==> src/rtl/cpu_pkg.sv <==
// Shared CPU definitions: fetch FSM state encoding,
// reset PC default and PC arithmetic constants.
package cpu_pkg;

    typedef enum logic [1:0] {
        ST_IDLE  = 2'b00,
        ST_RUN   = 2'b01,
        ST_STALL = 2'b10,
        ST_HALT  = 2'b11
    } fetch_state_e;

    localparam logic [31:0] RESET_PC_DEF = 32'h0000_0000;
    localparam logic [31:0] PC_STEP      = 32'd4;

    // Mask of PC bits that lie above the instruction-memory byte range.
    function automatic logic [31:0] hi_mask(input int unsigned aw);
        return ~((32'd1 << (aw + 2)) - 32'd1);
    endfunction

endpackage

==> src/rtl/pc_fetch_unit_if.sv <==
// Fetch control/status bundle between the pipeline
// controller (master) and the PC fetch unit (slave).
interface pc_fetch_unit_if #(
    parameter int unsigned IM_AWIDTH = 8
);
    logic                 run;
    logic                 stall;
    logic                 br_taken;
    logic [15:0]          br_imm;
    logic                 jmp;
    logic [25:0]          jmp_idx;
    logic                 jr;
    logic [31:0]          jr_addr;
    logic                 halt_req;
    logic [31:0]          pc;
    logic [IM_AWIDTH-1:0] im_addr;
    logic [31:0]          pc_plus4;
    logic                 fetch_valid;
    logic                 err;
    logic [31:0]          icount;

    modport master (
        output run, stall, br_taken, br_imm,
        output jmp, jmp_idx, jr, jr_addr, halt_req,
        input  pc, im_addr, pc_plus4,
        input  fetch_valid, err, icount
    );

    modport slave (
        input  run, stall, br_taken, br_imm,
        input  jmp, jmp_idx, jr, jr_addr, halt_req,
        output pc, im_addr, pc_plus4,
        output fetch_valid, err, icount
    );
endinterface

==> src/rtl/npc_sel.sv <==
// Next-PC selection: jr > jmp > branch > sequential,
// plus misaligned / out-of-range target detection.
module npc_sel
    import cpu_pkg::*;
#(
    parameter int unsigned IM_AWIDTH = 8
) (
    input  logic [31:0] pc_plus4,
    input  logic        br_taken,
    input  logic [15:0] br_imm,
    input  logic        jmp,
    input  logic [25:0] jmp_idx,
    input  logic        jr,
    input  logic [31:0] jr_addr,
    output logic [31:0] npc,
    output logic        fault
);
    localparam logic [31:0] HI = hi_mask(IM_AWIDTH);

    logic [31:0] br_off;

    assign br_off = {{14{br_imm[15]}}, br_imm, 2'b00};

    // Priority-ordered redirect mux.
    always_comb begin
        npc = pc_plus4;
        priority case (1'b1)
            jr:       npc = jr_addr;
            jmp:      npc = {pc_plus4[31:28], jmp_idx, 2'b00};
            br_taken: npc = pc_plus4 + br_off;
            default:  npc = pc_plus4;
        endcase
    end

    assign fault = (npc[1:0] != 2'b00) || ((npc & HI) != 32'd0);
endmodule

==> src/rtl/pc_fetch_unit.sv <==
// PC fetch unit: fetch FSM, PC register, sticky fault
// flag and retired-fetch counter.
module pc_fetch_unit
    import cpu_pkg::*;
#(
    parameter int unsigned IM_AWIDTH = 8,
    parameter logic [31:0] RESET_PC  = RESET_PC_DEF
) (
    input  logic            clk,
    input  logic            rst_n,
    pc_fetch_unit_if.slave  bus
);
    fetch_state_e state_q, state_d;
    logic [31:0]  pc_q, pc_d;
    logic [31:0]  icount_q, icount_d;
    logic         err_q, err_d;
    logic [31:0]  pc_plus4;
    logic [31:0]  npc;
    logic         npc_fault;
    logic         active;
    logic         go;
    logic         adv;
    logic         fault_hit;
    logic         fetch_valid;

    assign pc_plus4  = pc_q + PC_STEP;
    assign active    = (state_q == ST_RUN) || (state_q == ST_STALL);
    assign go        = active && !bus.halt_req && !bus.stall;
    assign adv       = go && !npc_fault;
    assign fault_hit = go && npc_fault;

    npc_sel #(
        .IM_AWIDTH (IM_AWIDTH)
    ) u_npc_sel (
        .pc_plus4 (pc_plus4),
        .br_taken (bus.br_taken),
        .br_imm   (bus.br_imm),
        .jmp      (bus.jmp),
        .jmp_idx  (bus.jmp_idx),
        .jr       (bus.jr),
        .jr_addr  (bus.jr_addr),
        .npc      (npc),
        .fault    (npc_fault)
    );

    // State, PC, fault and counter registers; reset is immediate.
    always_ff @(posedge clk or negedge rst_n) begin
        if (!rst_n) begin
            state_q  <= ST_IDLE;
            pc_q     <= RESET_PC;
            err_q    <= 1'b0;
            icount_q <= 32'd0;
        end else begin
            state_q  <= state_d;
            pc_q     <= pc_d;
            err_q    <= err_d;
            icount_q <= icount_d;
        end
    end

    // Next-state logic: halt and faults outrank stall.
    always_comb begin
        state_d = state_q;
        unique case (state_q)
            ST_IDLE: begin
                if (bus.run) state_d = ST_RUN;
            end
            ST_RUN, ST_STALL: begin
                if (bus.halt_req || fault_hit) state_d = ST_HALT;
                else if (bus.stall)            state_d = ST_STALL;
                else                           state_d = ST_RUN;
            end
            ST_HALT: state_d = ST_HALT;
            default: state_d = ST_IDLE;
        endcase
    end

    // Datapath updates: PC and count move only on a clean advance.
    always_comb begin
        pc_d     = pc_q;
        icount_d = icount_q;
        err_d    = err_q | fault_hit;
        if (adv) begin
            pc_d     = npc;
            icount_d = icount_q + 32'd1;
        end
    end

    // Output decode from the current state.
    always_comb begin
        fetch_valid = 1'b0;
        unique case (state_q)
            ST_RUN, ST_STALL: fetch_valid = 1'b1;
            default:          fetch_valid = 1'b0;
        endcase
    end

    assign bus.pc          = pc_q;
    assign bus.im_addr     = pc_q[IM_AWIDTH+1:2];
    assign bus.pc_plus4    = pc_plus4;
    assign bus.fetch_valid = fetch_valid;
    assign bus.err         = err_q;
    assign bus.icount      = icount_q;
endmodule

==> src/flat_wrapper.sv <==
// flat-port wrapper written by rule: the top's interface ports become plain ports
module pc_fetch_unit_flat import cpu_pkg::*;
#(
    parameter int unsigned IM_AWIDTH = 8,
    parameter logic [31:0] RESET_PC  = RESET_PC_DEF
)
  (clk, rst_n, bus_run, bus_stall, bus_br_taken, bus_br_imm, bus_jmp, bus_jmp_idx, bus_jr, bus_jr_addr, bus_halt_req, bus_pc, bus_im_addr, bus_pc_plus4, bus_fetch_valid, bus_err, bus_icount);
  pc_fetch_unit_if #(.IM_AWIDTH(IM_AWIDTH)) bus_i ();
  input  logic clk;
  input  logic rst_n;
  input wire logic [$bits(bus_i.run)-1:0] bus_run;
  input wire logic [$bits(bus_i.stall)-1:0] bus_stall;
  input wire logic [$bits(bus_i.br_taken)-1:0] bus_br_taken;
  input wire logic [$bits(bus_i.br_imm)-1:0] bus_br_imm;
  input wire logic [$bits(bus_i.jmp)-1:0] bus_jmp;
  input wire logic [$bits(bus_i.jmp_idx)-1:0] bus_jmp_idx;
  input wire logic [$bits(bus_i.jr)-1:0] bus_jr;
  input wire logic [$bits(bus_i.jr_addr)-1:0] bus_jr_addr;
  input wire logic [$bits(bus_i.halt_req)-1:0] bus_halt_req;
  output wire logic [$bits(bus_i.pc)-1:0] bus_pc;
  output wire logic [$bits(bus_i.im_addr)-1:0] bus_im_addr;
  output wire logic [$bits(bus_i.pc_plus4)-1:0] bus_pc_plus4;
  output wire logic [$bits(bus_i.fetch_valid)-1:0] bus_fetch_valid;
  output wire logic [$bits(bus_i.err)-1:0] bus_err;
  output wire logic [$bits(bus_i.icount)-1:0] bus_icount;
  assign bus_i.run = bus_run;
  assign bus_i.stall = bus_stall;
  assign bus_i.br_taken = bus_br_taken;
  assign bus_i.br_imm = bus_br_imm;
  assign bus_i.jmp = bus_jmp;
  assign bus_i.jmp_idx = bus_jmp_idx;
  assign bus_i.jr = bus_jr;
  assign bus_i.jr_addr = bus_jr_addr;
  assign bus_i.halt_req = bus_halt_req;
  assign bus_pc = bus_i.pc;
  assign bus_im_addr = bus_i.im_addr;
  assign bus_pc_plus4 = bus_i.pc_plus4;
  assign bus_fetch_valid = bus_i.fetch_valid;
  assign bus_err = bus_i.err;
  assign bus_icount = bus_i.icount;
  pc_fetch_unit #(.IM_AWIDTH(IM_AWIDTH), .RESET_PC(RESET_PC)) u_core (.clk(clk), .rst_n(rst_n), .bus(bus_i));
endmodule
==> config.mk <==
export PLATFORM = sky130hd
export DESIGN_NAME = pc_fetch_unit_flat
export DESIGN_NICKNAME = d
export VERILOG_FILES = /design/src/rtl/cpu_pkg.sv /design/src/rtl/pc_fetch_unit_if.sv /design/src/rtl/npc_sel.sv /design/src/rtl/pc_fetch_unit.sv /design/src/flat_wrapper.sv
export SDC_FILE = /design/constraint.sdc
export NUM_CORES = 1
export LEC_CHECK = 0
export CAP_MARGIN = 5
export CORE_ASPECT_RATIO = 0.75
export CORE_MARGIN = 2
export CORE_UTILIZATION = 49
export DETAILED_ROUTE_END_ITERATION = 8
export GPL_ROUTABILITY_DRIVEN = 0
export PLACE_DENSITY = 0.9
export SLEW_MARGIN = 20
export SYNTH_ARGS = -nofsm -noshare
export SYNTH_HDL_FRONTEND = slang
export SYNTH_HIERARCHICAL = 1
export SYNTH_SLANG_ARGS = --single-unit
==> constraint.sdc <==
create_clock -name clk -period 6.2 [get_ports clk]
set_input_delay 1.24 -clock clk [delete_from_list [all_inputs] [get_ports clk]]
set_output_delay 1.24 -clock clk [all_outputs]
set_load 0.02 [all_outputs]
Word level (Yosys, flattened, before mapping) --
Cells that the tools add are included.
Storage, ports and cells: logic and storage cells 34, bits in registers 67
Operators by class: mux-type cells 8, eq/ne operators 4, $add $sub $neg 3, bitwise gates (word level) 1, reduce and logical (&&, ||, !) cells 14
Operator list (number):
- 2-to-1 mux 32 bit | 3
- adder 32 x 1 -> 32 bit, second input constant | 1
- adder 32 x 3 -> 32 bit, second input constant | 1
- adder 32 bit | 1
- nonzero test 32 bit | 1
- 2-to-1 mux 2 bit | 3
- case mux 2 bit (3 select lines) | 1
- equality test 2 bit, second input constant | 2
- logical AND 1 bit | 4
- logical NOT 1 bit | 3
- logical OR 1 bit | 3
- equality test 2 x 1 -> 1 bit, second input constant | 1
- logical NOT 2 bit | 1
- inequality test 2 bit, second input constant | 1
- nonzero test 2 bit | 1
- OR reduction 2 bit | 1
- 2-to-1 mux 1 bit | 1
- bitwise OR 1 bit | 1

Logic depth before layout (Yosys ltp) --
Gate-level depths: netlist of run 1.
word-level depth 11, gate-level depth with buffers 23, mapped depth without buffers 20

By module --
The synthesis of run 1 kept the hierarchy.
By module, submodules not included:
- pc_fetch_unit | cells each 368, instances 1, area an instance 3470.8 µm²
- npc_sel | cells each 449, instances 1, area an instance 2786.4 µm²

Worst setup path after synthesis of run 1 --
OpenSTA, ideal clock, no wires.
kind flip-flop to flip-flop, start register u_core.pc_q[3] (netlist: u_core/bus.pc[3]), end register u_core.icount_q[29] (netlist: u_core/bus.icount[29]), setup time 0.130 ns, data arrival time 5.989 ns, stages on the path, launching flop included 24, buffers on the path 3, slack 0.081 ns, cells stage by stage dfrtp_1 > ha_1 > nand3_1 > nor3_2 > nand2_1 > xnor2_1 > ha_1 > clkbuf_1 > a21oi_1 > o21ai_1 > a2111oi_2 > o31ai_1 > a211o_1 > a31oi_1 > xor2_1 > o221ai_1 > or4_1 > or3_1 > or4b_1 > buf_6 > nor3_4 > buf_6 > nand4_1 > xnor2_1
Between the ends: longest elaborated chain between the ends 9
RTL lines:
- start, declared | line pc_fetch_unit.sv:14 | logic [31:0] pc_q, pc_d;
- start signal, assigned | line pc_fetch_unit.sv:55 | pc_q <= pc_d;
- adder 32 x 3 -> 32 bit | line pc_fetch_unit.sv:26 | assign pc_plus4 = pc_q + PC_STEP;
- via bus_pc_plus4[16] | line flat_wrapper.sv:22 | output wire logic [$bits(bus_i.pc_plus4)-1:0] bus_pc_plus4;
- adder 32 bit | line npc_sel.sv:30 | br_taken: npc = pc_plus4 + br_off;
- 2-to-1 mux 32 bit (3 in a row) | line npc_sel.sv:27 | priority case (1'b1)
- via u_core.npc[27] | line pc_fetch_unit.sv:18 | logic [31:0] npc;
- nonzero test 32 bit | line npc_sel.sv:35 | assign fault = (npc[1:0] != 2'b00) || ((npc & HI) != 32'd0);
- logical OR 1 bit | line npc_sel.sv:35
- via u_core.npc_fault | line pc_fetch_unit.sv:19 | logic npc_fault;
- logical NOT 1 bit | line pc_fetch_unit.sv:29 | assign adv = go && !npc_fault;
- logical AND 1 bit | line pc_fetch_unit.sv:29
- end signal, assigned | line pc_fetch_unit.sv:57 | icount_q <= icount_d;
- end, declared | line pc_fetch_unit.sv:15 | logic [31:0] icount_q, icount_d;
The timed path passes the listed nets, and every way through them passes these cells. A chain may end at the register's enable or synchronous reset.

Worst setup path in the final report of run 1 --
start input bus_br_imm[0], end register u_core.icount_q[23] (netlist: u_core/bus.icount[23])
Between the ends: longest elaborated chain between the ends 8
RTL lines:
- start, declared | line flat_wrapper.sv:14 | input wire logic [$bits(bus_i.br_imm)-1:0] bus_br_imm;
- adder 32 bit | line npc_sel.sv:30
- 2-to-1 mux 32 bit (3 in a row) | line npc_sel.sv:27
- nonzero test 32 bit | line npc_sel.sv:35
- logical OR 1 bit | line npc_sel.sv:35
- via u_core.npc_fault | line pc_fetch_unit.sv:19
- logical NOT 1 bit | line pc_fetch_unit.sv:29
- logical AND 1 bit | line pc_fetch_unit.sv:29
The timed path passes the listed nets, and every way through them passes these cells.

==> impl_summary.md, run 1 <==
Routing
The average vias per placed instance is 6.257. Summing over every cut layer, the via total after detailed routing is 7515. In the detailed route, the total length drawn on met3 is 2.910 mm.

After the first detailed-routing iteration, the DRC count stood at 1075. The routed wire length is 23.94 mm. Wire segments on met2 add up to 10.61 mm in the final route. Dividing the detail-routed wire length by the instance count gives 19.94 um. Routed signal wires occupy layers up through met4. The first-pass detailed-route iteration total is 7. The post-detailed-route DRC marker count is 0.

The final antenna-violating net count is 0. After detailed routing, the wire length on met1 is 9.437 mm.

Timing
Static timing analysis puts the maximum clock frequency at 165.2 MHz. Across the routed clock network, the largest skew measured is 5.731 ps. The minimum clock period is 6055 ps. Dividing the final minimum period by the clock period gives 0.9766. The number of failing hold endpoints at the final stage is 0. In this run the tightest slew margin relative to its limit is 0.2575. Final hold analysis gives a worst-case slack of 491.6 ps. The final total negative setup slack is 0 ps.

The number of setup violations in the final report is 0. The transition time at the pin with the least slew margin is 1104 ps. The number of max-slew violations in the final report is 0.

Critical path
The critical path launch point type is a primary input. The critical path is of the in -> reg type. For the worst setup path, the data required time is 6420 ps. The highest net fanout along the worst path is 14. The flop-to-flop setup slack is 270 ps. The number of cells on the worst reg-to-reg path is 22. Data arrives at the worst endpoint at 6280 ps.

The terminus of the critical flop-to-flop path is u_core/bus.icount[23]. The launching point of the worst reg2reg path is u_core/bus.pc[2]. The capturing element type of the critical path is a register.

Clock network
For this design, the CTS-stage hold fixing added 0 buffers. The clock passes through at most 2 buffers. The CTS tree is done. The H-tree level count is 3. The clock latency on the worst-skew pair is 340 ps. The root buffer cell chosen for the clock tree is sky130_fd_sc_hd__clkbuf_16. Clock-pin slew was measured on the worst setup and hold paths at 60 ps. The number of buffers inserted during clock tree synthesis is 9.

Clock tree synthesis found a total of 67 sinks.

Global route
The first global-routing pass estimated 36.38 mm of wire. The via count of the first global-routing pass is 6937. For this run the aggregate overflow at the end of global routing stands at 0. The number of antenna violations at the first check in global routing is 0. The global routing usage summed across all routing layers is 0.3384.

The maximum number of pins on one net before global-route repair is 68.

Flow run
The total of max-cap violations is 0.

Pwr
After layout, the design draws a total of 0.001230 W. The power per unit of standard cell area is 136.0 mW/mm^2. The relative contribution of the clock network to total power is 0.454. Of the total power, combinational logic draws 0.191. Of the total power, the share spent switching nets is 0.2594.

The internal cell power is 0.0009113 W. The share of total power dissipated in sequential elements is 0.356. Summed over all nets, the switching power comes to 0.0003191 W. The static leakage is 4.027 nW.

The maximum VDD drop is 0.1645 mV.

Placed design
The count of buffers added on input and output ports is 187. Counting tap cells, the placed design contains a total of 1182 instances. The detailed placer's ending HPWL is 17.68 mm.

Worst hold path
The launch instance of the worst min-delay path is u_core/bus.icount[27]. The classification of the worst-slack hold path is reg -> reg. The hold path depth is 1. The endpoint of the worst hold-timing path is u_core/bus.icount[27].

Synthesis
The mean instance size in the synthesized netlist is 7.659 sq um. The number of nets produced by synthesis is 934. For this run, the register share of the synthesized area comes to 0.2679. The post-synthesis cell type with the largest combined area is sky130_fd_sc_hd__dfrtp_1. The most common flop cell mapped by yosys is sky130_fd_sc_hd__dfrtp_1.

The cell area that synthesis handed to floorplanning was 0.006257 sq mm. In the post-synthesis netlist, the cell with the most instances is sky130_fd_sc_hd__nand2_1. The commonest cells after synthesis are sky130_fd_sc_hd__nand2_1, sky130_fd_sc_hd__dfrtp_1, sky130_fd_sc_hd__xnor2_1, sky130_fd_sc_hd__nor2_1, sky130_fd_sc_hd__a21oi_1. Ranked by total cell area, the synthesized netlist is headed by sky130_fd_sc_hd__dfrtp_1, sky130_fd_sc_hd__nand2_1, sky130_fd_sc_hd__xnor2_1. The synthesized netlist cell count is 817.

The share of synthesized area in the top cell type comes to 0.2679. The number of enable flip-flop cells after synthesis is 0. Counting flops and latches in the post-synthesis netlist gives 67.

The count of unique library cells instantiated by Yosys is 69. The async set or reset register ratio after synthesis is 1.000. During synthesis, Yosys emitted a total of 6 warnings.

Floorplan
For this configuration, the core starts out at a cell density of 0.5049. Pin placement for this block handled 188 I/O pins. The core area is 0.01239 sq mm. The die outline height is 101.9 um. The cell row count is 35. The floorplan step set the die width to 134.5 um.

The floorplan step defined a die boundary enclosing 0.01370 sq mm.

Cells and area
The final layout contains 1147 nets. The repair_antennas step left the layout with diodes totalling 0. The final cell count without fillers is 1201. The final core area utilization is 0.7299. The proportion of layout cells with a drive suffix above 1 is 0.1227. Relative to the synthesized area, the layout overhead comes to 44.57%.

Outcome
The run finished with clean final reports.
[worst max-delay path: stages]
cell and delay (ps):
sky130_fd_sc_hd__clkdlybuf4s50_1 400, sky130_fd_sc_hd__ha_1 210, sky130_fd_sc_hd__fa_1 410, sky130_fd_sc_hd__nand3_2 120, sky130_fd_sc_hd__a21oi_2 90, sky130_fd_sc_hd__o41a_1 490, sky130_fd_sc_hd__buf_4 170, sky130_fd_sc_hd__o211a_1 200
sky130_fd_sc_hd__o211ai_1 280, sky130_fd_sc_hd__o31ai_1 160, sky130_fd_sc_hd__nor4_2 240, sky130_fd_sc_hd__nand4b_1 160, sky130_fd_sc_hd__or4_1 500, sky130_fd_sc_hd__or3_4 360, sky130_fd_sc_hd__or4b_4 540, sky130_fd_sc_hd__nor3_4 170
sky130_fd_sc_hd__buf_12 170, sky130_fd_sc_hd__nand4_1 150, sky130_fd_sc_hd__xnor2_1 200
[cells by family after synthesis]
family,Yosys count,synth area share
compound gates,186,0.1910
xor+xnor,74,0.1036
fa+ha+maj,35,0.07119
buf+inv,82,0.06379
flops,67,0.2679
mux,12,0.02000
simple gates,361,0.2825
[sequential cells by signal (all words and copies together) (netlist names)]
signal and count:
u_core/bus.pc 32, u_core/state_q 2, u_core/bus.icount 32, u_core/bus.err 1
[cell type report]
class                      instances  area (sq um)
clock buffer                      10         239.0
clock inverter                     6         88.84
fill                             904          3347
inverter                          32         120.1
multi-input combinational        668          4327
sequential                        67          1677
tap                              166         207.7
timing repair buffer             252          2387
[power groups by stage]
stage | logic [W] | clock network, W | registers [W]
after floorplan | 0.000110 | 0 | 0.000445
after global placement | 0.000216 | 0 | 0.000445
after detailed placement | 0.000220 | 0 | 0.000445
after CTS | 0.000222 | 0.000558 | 0.000437
after global routing | 0.000251 | 0.000577 | 0.000437
final | 0.000234 | 0.000558 | 0.000437
[metal layers]
layer	GRT usage	vias to the layer above
met3	0.07738	119
met4	0.1109	0
met1	0.4618	3465
met5	0	-
li1	-	3360
met2	0.5385	571
[worst max-delay path by stage]
stage | cells past startpoint | endpoint | start | slack [ps]
6_report | 19 | u_core/bus.icount[23] | bus_br_imm[0] | 150
5_1_grt | 22 | u_core/bus.icount[23] | u_core/bus.pc[2] | -50
4_1_cts | 22 | u_core/bus.icount[23] | u_core/bus.pc[2] | 40
3_5_place_dp | 18 | u_core/bus.icount[17] | bus_br_imm[6] | -310
3_3_place_gp | 18 | u_core/bus.icount[29] | bus_br_imm[0] | -100
2_1_floorplan | 23 | u_core/bus.icount[29] | u_core/bus.pc[3] | 80
[timing repair]
action / 4_1_cts / 5_1_grt
endpoints found under the setup margin: 5 / 59
pin swaps: 0 / 13
gates resized for setup: 1 / 23
buffers inserted: 0 / 3
[stage by stage]
| step | setup WS (ps) | area (sq um) |
|---|---|---|
| finish | 145.1 | 9046 |
| CTS | 42.09 | 8886 |
| global route | -51.98 | 9046 |
| floorplan | 81.40 | 6257 |
| detailed placement | -311.1 | 8557 |
| global placement | -101.5 | 8557 |
[layout by cell type, fill, tap and decap left out, types with 9 or more instances in the layout]
master	instances
sky130_fd_sc_hd__nor2_1	55
sky130_fd_sc_hd__clkdlybuf4s50_1	185
sky130_fd_sc_hd__xnor2_1	52
sky130_fd_sc_hd__ha_1	31
sky130_fd_sc_hd__nand2_1	148
sky130_fd_sc_hd__xor2_1	14
sky130_fd_sc_hd__o22ai_1	13
sky130_fd_sc_hd__nor3_1	15
sky130_fd_sc_hd__dfrtp_1	67
sky130_fd_sc_hd__o21ai_0	39
sky130_fd_sc_hd__clkbuf_16	9
sky130_fd_sc_hd__buf_4	62
sky130_fd_sc_hd__a21oi_1	50
sky130_fd_sc_hd__a21o_1	9
sky130_fd_sc_hd__nand3_1	36
sky130_fd_sc_hd__and3_1	17
sky130_fd_sc_hd__inv_1	31
sky130_fd_sc_hd__nand4_1	35
(Power assumes the default switching activity.)
==> inputs of run 2 (changes only) <==
--- a/config.mk
+++ b/config.mk
@@ -11,6 +11,7 @@
 export CORE_UTILIZATION = 49
 export DETAILED_ROUTE_END_ITERATION = 8
 export GPL_ROUTABILITY_DRIVEN = 0
+export GPL_TIMING_DRIVEN = 1
 export PLACE_DENSITY = 0.9
 export SLEW_MARGIN = 20
 export SYNTH_ARGS = -nofsm -noshare
==> results of run 2 <==
No change in the layout: final DEF, timing and power equal those of run 1.
